==> config.mk <==
export PLATFORM = sky130hd
export DESIGN_NAME = light_timer_flat
export DESIGN_NICKNAME = d
export VERILOG_FILES = /design/src/rtl/light_timer_pkg.sv /design/src/rtl/light_timer_if.sv /design/src/rtl/light_timer_mod_counter.sv /design/src/rtl/light_timer.sv /design/src/flat_wrapper.sv
export SDC_FILE = /design/constraint.sdc
export NUM_CORES = 1
export LEC_CHECK = 0
export ABC_AREA = 1
export CAP_MARGIN = 20
export CORE_AREA = 4 4 41 43
export DETAILED_ROUTE_END_ITERATION = 16
export DIE_AREA = 0 0 45 47
export GPL_TIMING_DRIVEN = 0
export SLEW_MARGIN = 0
export SYNTH_ARGS = -nofsm -noshare
export SYNTH_HDL_FRONTEND = slang
export SYNTH_SLANG_ARGS = --single-unit
==> constraint.sdc <==
create_clock -name clk -period 3.7 [get_ports clk]
set_clock_uncertainty 0.05 [all_clocks]
set_input_delay 0.555 -clock clk [delete_from_list [all_inputs] [get_ports clk]]
set_output_delay 0.555 -clock clk [all_outputs]
set_load 0.01 [all_outputs]
==> src/rtl/light_timer_pkg.sv <==
// light_pkg: light encodings and default phase lengths shared by the timer, the FSM and the top level.
package light_pkg;
  localparam int LIGHT_STATE_WIDTH = 3;
  typedef enum logic [LIGHT_STATE_WIDTH-1:0] {
    GREEN  = 3'b001,
    YELLOW = 3'b010,
    RED    = 3'b100
  } light_t;
  localparam logic [2:0] RED_INIT    = 3'd4;
  localparam logic [2:0] YELLOW_INIT = 3'd1;
  localparam logic [2:0] GREEN_INIT  = 3'd3;
  function automatic logic [2:0] init_of(light_t s);
    return s == RED ? RED_INIT : s == YELLOW ? YELLOW_INIT : GREEN_INIT;
  endfunction
endpackage

==> src/rtl/light_timer_if.sv <==
// light_timer_if: control inputs and timing strobes between light_timer and Light_FSM.
interface light_timer_if #(
  parameter int W           = 3,
  parameter int CLK_PER_SEC = 10
);
  logic                           en;
  logic                           clr;
  logic [W-1:0]                   light_cnt_init;
  logic                           second_cnt_pre_last;
  logic                           second_cnt_last;
  logic                           light_cnt_last;
  logic [W-1:0]                   light_cnt;
  logic [$clog2(CLK_PER_SEC)-1:0] sec_cnt;
  modport master (
    output en, clr, light_cnt_init,
    input  second_cnt_pre_last, second_cnt_last, light_cnt_last, light_cnt, sec_cnt
  );
  modport slave (
    input  en, clr, light_cnt_init,
    output second_cnt_pre_last, second_cnt_last, light_cnt_last, light_cnt, sec_cnt
  );
endinterface

==> src/rtl/light_timer_mod_counter.sv <==
// mod_counter: modulo-MOD up-counter with enable-qualified pre-last and last strobes.
module mod_counter #(
  parameter int MOD = 10
) (
  input  logic                   clk,
  input  logic                   rst_n,
  input  logic                   clr,
  input  logic                   en,
  output logic [$clog2(MOD)-1:0] cnt,
  output logic                   pre_last,
  output logic                   last
);
  localparam int CW = $clog2(MOD);
  localparam logic [CW-1:0] LAST = CW'(MOD - 1);
  localparam logic [CW-1:0] PRE  = CW'(MOD - 2);
  always_ff @(posedge clk or negedge rst_n)
    if (!rst_n) cnt <= '0;
    else if (clr) cnt <= '0;
    else if (en) cnt <= cnt == LAST ? '0 : cnt + 1'b1;
  // a restart cycle never strobes, so the FSM cannot advance on a clr
  assign pre_last = en && !clr && cnt == PRE;
  assign last     = en && !clr && cnt == LAST;
endmodule

==> src/rtl/light_timer.sv <==
// light_timer: one-second prescaler plus phase down-counter feeding Light_FSM.
module light_timer
  import light_pkg::*;
#(
  parameter int CLK_PER_SEC     = 10,
  parameter int LIGHT_CNT_WIDTH = 3
) (
  input logic          clk,
  input logic          rst_n,
  light_timer_if.slave bus
);
  logic                       sec_last;
  logic [LIGHT_CNT_WIDTH-1:0] light_cnt;
  mod_counter #(.MOD(CLK_PER_SEC)) u_sec (
    .clk      (clk),
    .rst_n    (rst_n),
    .clr      (bus.clr),
    .en       (bus.en),
    .cnt      (bus.sec_cnt),
    .pre_last (bus.second_cnt_pre_last),
    .last     (sec_last)
  );
  // reload on the wrap after the FSM has already switched to its new state
  always_ff @(posedge clk or negedge rst_n)
    if (!rst_n) light_cnt <= '0;
    else if (bus.clr) light_cnt <= '0;
    else if (sec_last) light_cnt <= light_cnt == '0 ? bus.light_cnt_init : light_cnt - 1'b1;
  assign bus.light_cnt       = light_cnt;
  assign bus.light_cnt_last  = light_cnt == '0;
  assign bus.second_cnt_last = sec_last;
endmodule

==> src/flat_wrapper.sv <==
// flat-port wrapper written by rule: the top's interface ports become plain ports
module light_timer_flat import light_pkg::*;
#(
  parameter int CLK_PER_SEC     = 10,
  parameter int LIGHT_CNT_WIDTH = 3
)
  (clk, rst_n, bus_en, bus_clr, bus_light_cnt_init, bus_second_cnt_pre_last, bus_second_cnt_last, bus_light_cnt_last, bus_light_cnt, bus_sec_cnt);
  light_timer_if #(.W(3), .CLK_PER_SEC(CLK_PER_SEC)) bus_i ();
  input logic clk;
  input logic rst_n;
  input wire logic [$bits(bus_i.en)-1:0] bus_en;
  input wire logic [$bits(bus_i.clr)-1:0] bus_clr;
  input wire logic [$bits(bus_i.light_cnt_init)-1:0] bus_light_cnt_init;
  output wire logic [$bits(bus_i.second_cnt_pre_last)-1:0] bus_second_cnt_pre_last;
  output wire logic [$bits(bus_i.second_cnt_last)-1:0] bus_second_cnt_last;
  output wire logic [$bits(bus_i.light_cnt_last)-1:0] bus_light_cnt_last;
  output wire logic [$bits(bus_i.light_cnt)-1:0] bus_light_cnt;
  output wire logic [$bits(bus_i.sec_cnt)-1:0] bus_sec_cnt;
  assign bus_i.en = bus_en;
  assign bus_i.clr = bus_clr;
  assign bus_i.light_cnt_init = bus_light_cnt_init;
  assign bus_second_cnt_pre_last = bus_i.second_cnt_pre_last;
  assign bus_second_cnt_last = bus_i.second_cnt_last;
  assign bus_light_cnt_last = bus_i.light_cnt_last;
  assign bus_light_cnt = bus_i.light_cnt;
  assign bus_sec_cnt = bus_i.sec_cnt;
  light_timer #(.CLK_PER_SEC(CLK_PER_SEC), .LIGHT_CNT_WIDTH(LIGHT_CNT_WIDTH)) u_core (.clk(clk), .rst_n(rst_n), .bus(bus_i));
endmodule
==> flow_summary_export.csv, run 1 <==
group,metric,value,unit
sta,rsz0062_at_grt,"no",
global_route,grt_pass1_vias,441,
setup_path,crit_type,"input port to output port",
setup_path,crit_start,"bus_en",
sta,setup_slack,1.07,ns
routing,drc,0,
cts,root_buffer,"clkbuf_4",
logic_synthesis,yosysTopAreaCellShare,38.8,%
final_layout,synthToLayoutAreaGrowth,45.4,%
routing,wire_per_inst,10.8,µm
setup_path,worstPathRequired,3.09,ns
global_route,grt_pass1_wl,1840,µm
placement,port_buffers,16,
placement,dpl.hpwl,817,µm
sta,fmax,0.380,GHz
floorplan,design.core.area,1300,µm²
logic_synthesis,syn_inst,63,
logic_synthesis,synth_warnings,0,
setup_path,worstSetupStartpointType,"input port",
floorplan,rows,13,
placement,globalplace.congestion,0.733,
global_route,overflow,0,
sta,slew_viol_final,0,
final_layout,layout.nets,93,
sta,final.setup.tns,0,ns
logic_synthesis,ys_seq_area_share,38.8,%
job,drv_cap,0,
floorplan,dieArea,2120,µm²
final_layout,antennaDiodeCount,0,
final_layout,layout_commonest_cell,"nand2_1",
floorplan,die_w,45,µm
floorplan,initial_core_util,34.7,%
min_path,min_path_type,"register to register",
logic_synthesis,syn_avg_cell_area,7.17,µm²
global_route,grt_max_degree,8,
cts,cts_sinks,7,
setup_path,endpoint_kind,"output port",
cts,cts_tree,"yes",
global_route,grtUsageTotal,12.4,%
sta,post-route-min-period,2.63,ns
routing,drtAntennaViolNets,0,
logic_synthesis,ys_top_cells_by_area,"dfrtp_1 (39%), nand2_1 (17%), nand3_1 (7.8%)",
power,peakVddDrop,180,µV
status,outcome,"finished clean",
logic_synthesis,syn-cell-area,452,µm²
setup_path,r2r-start,"u_core.bus.light_cnt[0]",
sta,hold_violations,0,
cts,clk_latency,0.25,ns
sta,timing.final.crit_share,71.2,%
power,p_leak,0.294,nW
min_path,worstHoldStart,"u_core.bus.light_cnt[1]",
sta,setup_viol,0,
cts,path_clk_slew,0.05,ns
power,power.density,268,nW/µm²
routing,drt_iter0_markers,4,
floorplan,io_pins,17,
sta,slew_headroom,76.9,%
logic_synthesis,yosysTopAreaCell,"dfrtp_1",
logic_synthesis,synth_nets,72,
cts,cts_hold_buffers,0,
cts,post_cts_buffers,0,
logic_synthesis,synth-seq-cells,7,
global_route,antenna_found_initial,0,
routing,wirelength,1060,µm
placement,place_ws,1.05,ns
routing,drtPass1Iterations,4,
final_layout,final_cell_mix,"nand2_1 (20), clkdlybuf4s50_1 (16), inv_1 (8)",
cts,cts_max_level,1,
sta,tightest_slew,0.345,ns
cts,cts_buffer_depth,2,
logic_synthesis,synthDistinctLibCells,14,
floorplan,die_y,47,µm
routing,via_per_inst,4.80,
setup_path,crit_fanout,4,
final_layout,fillers,138,
setup_path,arrival,2.03,ns
routing,via_count,470,
cts,cts_inserted_buffers,3,
final_layout,drive_above_1_share,12.0,%
setup_path,r2r_slack,2.39,ns
cts,cts_resized,0,
per-stage QoR:
step | cells | hold slack (ns) | utilization, % | power [W] | instance area [µm²]
finish | 98 | 0.480 | 50.5 | 0.000176 | 657
detailed placement | 94 | 0.473 | 48.5 | 0.000106 | 631
global route | 98 | 0.506 | 50.5 | 0.000183 | 657
global placement | 94 | 0.458 | 48.5 | 0.000106 | 631
CTS | 98 | 0.487 | 50.5 | 0.000177 | 657
floorplan | 63 | 0.209 | - | 0.0000923 | 452
cell usage after synthesis:
cell,number
nor2_1,3
a21oi_1,1
inv_1,8
dfrtp_1,7
nand4_1,1
nand3_1,7
inv_2,2
nor2_4,3
o21ai_0,6
nand2_2,1
ha_1,2
nor3_1,1
nor2_2,1
nand2_1,20
worst max-delay path: stages:
cell and delay (ns):
clkdlybuf4s50_1 0.47, inv_1 0.06, nor2_2 0.16, nand2_1 0.10
nor3_1 0.13, clkdlybuf4s50_1 0.56
state kept, by name, summed over array words and instances, names as in the netlist:
register / flops
u_core.bus.light_cnt: 3
u_core.u_sec.cnt: 4
per-layer routing:
layer	vias to the layer above	part of all wire [%]	wire length, µm	global-route usage [%]
met3	2	10	106	3.07
met2	22	46	483	20.1
met4	0	0.85	9	8.77
met1	207	43	456	14.4
li1	239	-	-	-
met5	-	0	0	0
kinds of logic (layout without fill, tap and decap cells):
kind of cell / after synthesis / after routing / synth area share, %
simple gates: 37 / 37 / 39.6
flops: 7 / 7 / 38.8
buf+inv: 10 / 30 / 8.31
fa+ha+maj: 2 / 2 / 5.54
compound gates: 7 / 7 / 7.76
power breakdown:
group | leakage [nW] | total [W] | internal, W | switching (W)
combinational | 0.182 | 0.0000231 | 0.0000116 | 0.0000115
sequential | 0.0969 | 0.0000816 | 0.0000782 | 0.00000336
clock | 0.0150 | 0.0000712 | 0.0000413 | 0.0000299
total | 0.294 | 0.000176 | 0.000131 | 0.0000448
final timing paths:
check                      depth (start not counted)                 endpoint
min                                                2  u_core.bus.light_cnt[1]
min in group asynchronous                          1      u_core.u_sec.cnt[0]
min reg2reg                                        2  u_core.bus.light_cnt[1]
max                                                6  bus_second_cnt_pre_last
max in group asynchronous                          1  u_core.bus.light_cnt[0]
max reg2reg                                        6  u_core.bus.light_cnt[1]
final cells by class:
type	count	area (µm²)	share of cell area (%)
clock buffers	4	26.3	4.00
multi-input cells	46	239	36.4
well taps	15	18.8	2.86
repair buffers	16	160	24.4
inverters	10	37.5	5.71
flip-flops and latches	7	175	26.7
Note: power is estimated with default switching activity, not from simulation.
==> run 2: changes to the inputs <==
==> constraint.sdc (replaced) <==
create_clock -name clk -period 2.55 [get_ports clk]
set_clock_uncertainty 0.05 [all_clocks]
set_input_delay 0.3825 -clock clk [delete_from_list [all_inputs] [get_ports clk]]
set_output_delay 0.3825 -clock clk [all_outputs]
set_load 0.01 [all_outputs]
==> results of run 2 <==
The final DEF is identical to that of run 1. Status: finished clean.
Among the figures that moved: setup slack after placement 1.05 ns -> 0.242 ns; setup slack after layout 1.07 ns -> 0.262 ns; hold slack 0.480 ns -> 0.346 ns; register-to-register setup slack 2.39 ns -> 1.24 ns; total power 0.000176 W -> 0.000255 W; worst IR drop on VDD 180 µV -> 261 µV
==> run 3: changes to the inputs <==
--- a/config.mk
+++ b/config.mk
@@ -10,7 +10,7 @@
 export CORE_AREA = 4 4 41 43
 export DETAILED_ROUTE_END_ITERATION = 16
 export DIE_AREA = 0 0 45 47
-export GPL_TIMING_DRIVEN = 0
+export GPL_TIMING_DRIVEN = 1
 export SLEW_MARGIN = 0
 export SYNTH_ARGS = -nofsm -noshare
 export SYNTH_HDL_FRONTEND = slang
==> flow_summary_export.csv, run 3 (same netlist as run 1, synthesis figures left out) <==
group,metric,value,unit
status,outcome,"finished clean",
floorplan,initial_core_util,34.7,%
final_layout,layout.cells.non_filler,98,
sta,fin_hold_ws,0.350,ns
routing,via_count,453,
final_layout,regArea,175,µm²
setup_path,cp_slowest_cell,"clkdlybuf4s50_1",
setup_path,r2r_slack,1.23,ns
global_route,grt_pass1_vias,434,
final_layout,multi_input_comb_area,239,µm²
sta,rsz0062_at_grt,"no",
setup_path,worstSetupStartpointType,"input port",
final_layout,layout.nets,93,
setup_path,path_cells,"clkdlybuf4s50_1 -> inv_1 -> nor2_2 -> nand2_1 -> nor3_1 -> clkdlybuf4s50_1",
sta,hold_violations,0,
routing,drt_iter0_markers,11,
routing,wire_per_inst,10.1,µm
floorplan,die_w,45,µm
cts,cts_inserted_buffers,3,
final_layout,final_cell_mix,"nand2_1 (20), clkdlybuf4s50_1 (16), inv_1 (8)",
setup_path,endpoint_kind,"output port",
setup_path,arrival,1.84,ns
final_layout,antennaDiodeCount,0,
power,peakVddDrop,261,µV
setup_path,crit_type,"input port to output port",
placement,port_buffers,16,
cts,cts_resized,0,
global_route,grtUsageTotal,11.5,%
power,power.density,382,nW/µm²
setup_path,crit_top_cell,"clkdlybuf4s50_1",
sta,timing.final.crit_share,89.2,%
power,p_leak,0.294,nW
cts,cts_tree,"yes",
final_layout,drive_above_1_share,12.0,%
sta,slew_viol_final,0,
global_route,antenna_found_initial,0,
sta,tightest_slew,0.336,ns
sta,post-route-min-period,2.27,ns
routing,wirelength,991,µm
cts,cts_hold_buffers,0,
final_layout,fillers,138,
cts,post_cts_buffers,0,
sta,fmax,0.440,GHz
global_route,grt_max_degree,8,
sta,slew_headroom,77.6,%
cts,cts_buffer_depth,2,
setup_path,r2r-start,"u_core.bus.light_cnt[0]",
placement,globalplace.congestion,0.810,
setup_path,critical-path-max-stage-delay,0.55,ns
cts,clk_latency,0.25,ns
floorplan,die_y,47,µm
routing,via_per_inst,4.62,
setup_path,worstPathRequired,2.12,ns
placement,dp.cells,94,
cts,cts_sinks,7,
setup_path,cp.buffers_inverters,3,
floorplan,io_pins,17,
routing,drtPass1Iterations,4,
cts,path_clk_slew,0.05,ns
cts,cts_max_level,1,
final_layout,synthToLayoutAreaGrowth,45.4,%
placement,dpl.hpwl,764,µm
setup_path,r2r_cells,7,
placement,dpl_cell_area,631,µm²
setup_path,crit_family,"buffers and inverters",
final_layout,top_regs,"u_core.u_sec.cnt: 4 flops, u_core.bus.light_cnt: 3 flops",
final_layout,layout_commonest_cell,"nand2_1",
floorplan,design.core.area,1300,µm²
floorplan,dieArea,2120,µm²
final_layout,largest_reg_flops,4,
global_route,grt_pass1_wl,1700,µm
routing,drtAntennaViolNets,0,
sta,setup_viol,0,
routing,drc,0,
floorplan,rows,13,
setup_path,timing.rr.end,"u_core.bus.light_cnt[2]",
final_layout,regMostFlops,"u_core.u_sec.cnt",
job,drv_cap,0,
setup_path,crit_fanout,4,
min_path,min_path_type,"input port to asynchronous set/reset pin",
sta,final.setup.tns,0,ns
final_layout,finalInstanceArea,657,µm²
cts,root_buffer,"clkbuf_4",
global_route,overflow,0,
run 3: cell counts in the layout (fill, tap and decap cells not counted):
No cell type changed its count.
run 3: power breakdown:
group	internal [W]	switching [W]
sequential	0.000114	0.00000501
clock	0.0000596	0.0000395
combinational	0.0000168	0.0000164
run 3: through the flow:
step | total power, W | utilization (%) | worst slack [ns]
2_1_floorplan | 0.000134 | - | 1.19
3_3_place_gp | 0.000154 | 48.5 | 0.283
3_5_place_dp | 0.000153 | 48.5 | 0.264
4_1_cts | 0.000255 | 50.5 | 0.264
5_1_grt | 0.000264 | 50.5 | 0.155
6_report | 0.000251 | 50.5 | 0.277
run 3: metal layers:
metal / part of all wire [%] / GRT usage (%) / routed length (µm)
met1: 49 / 14.1 / 482
met2: 40 / 17.2 / 398
met3: 10 / 3.07 / 100
met4: 0.91 / 8.77 / 9
met5: 0 / 0 / 0
run 3: worst max path at each step:
stage | start | end | depth (start not counted)
finish | bus_en | bus_second_cnt_pre_last | 6
global route | bus_en | bus_second_cnt_pre_last | 6
CTS | bus_en | bus_second_cnt_pre_last | 6
detailed placement | bus_en | bus_second_cnt_pre_last | 6
global placement | bus_en | bus_second_cnt_pre_last | 6
floorplan | u_core.u_sec.cnt[2] | bus_second_cnt_pre_last | 3
run 3: area by class of cell:
type / count / share of cell area [%]
Inverter: 10 / 5.71
Multi-Input combinational cell: 46 / 36.4
Sequential cell: 7 / 26.7
Tap cell: 15 / 2.86
Clock buffer: 4 / 4.00
Timing Repair Buffer: 16 / 24.4
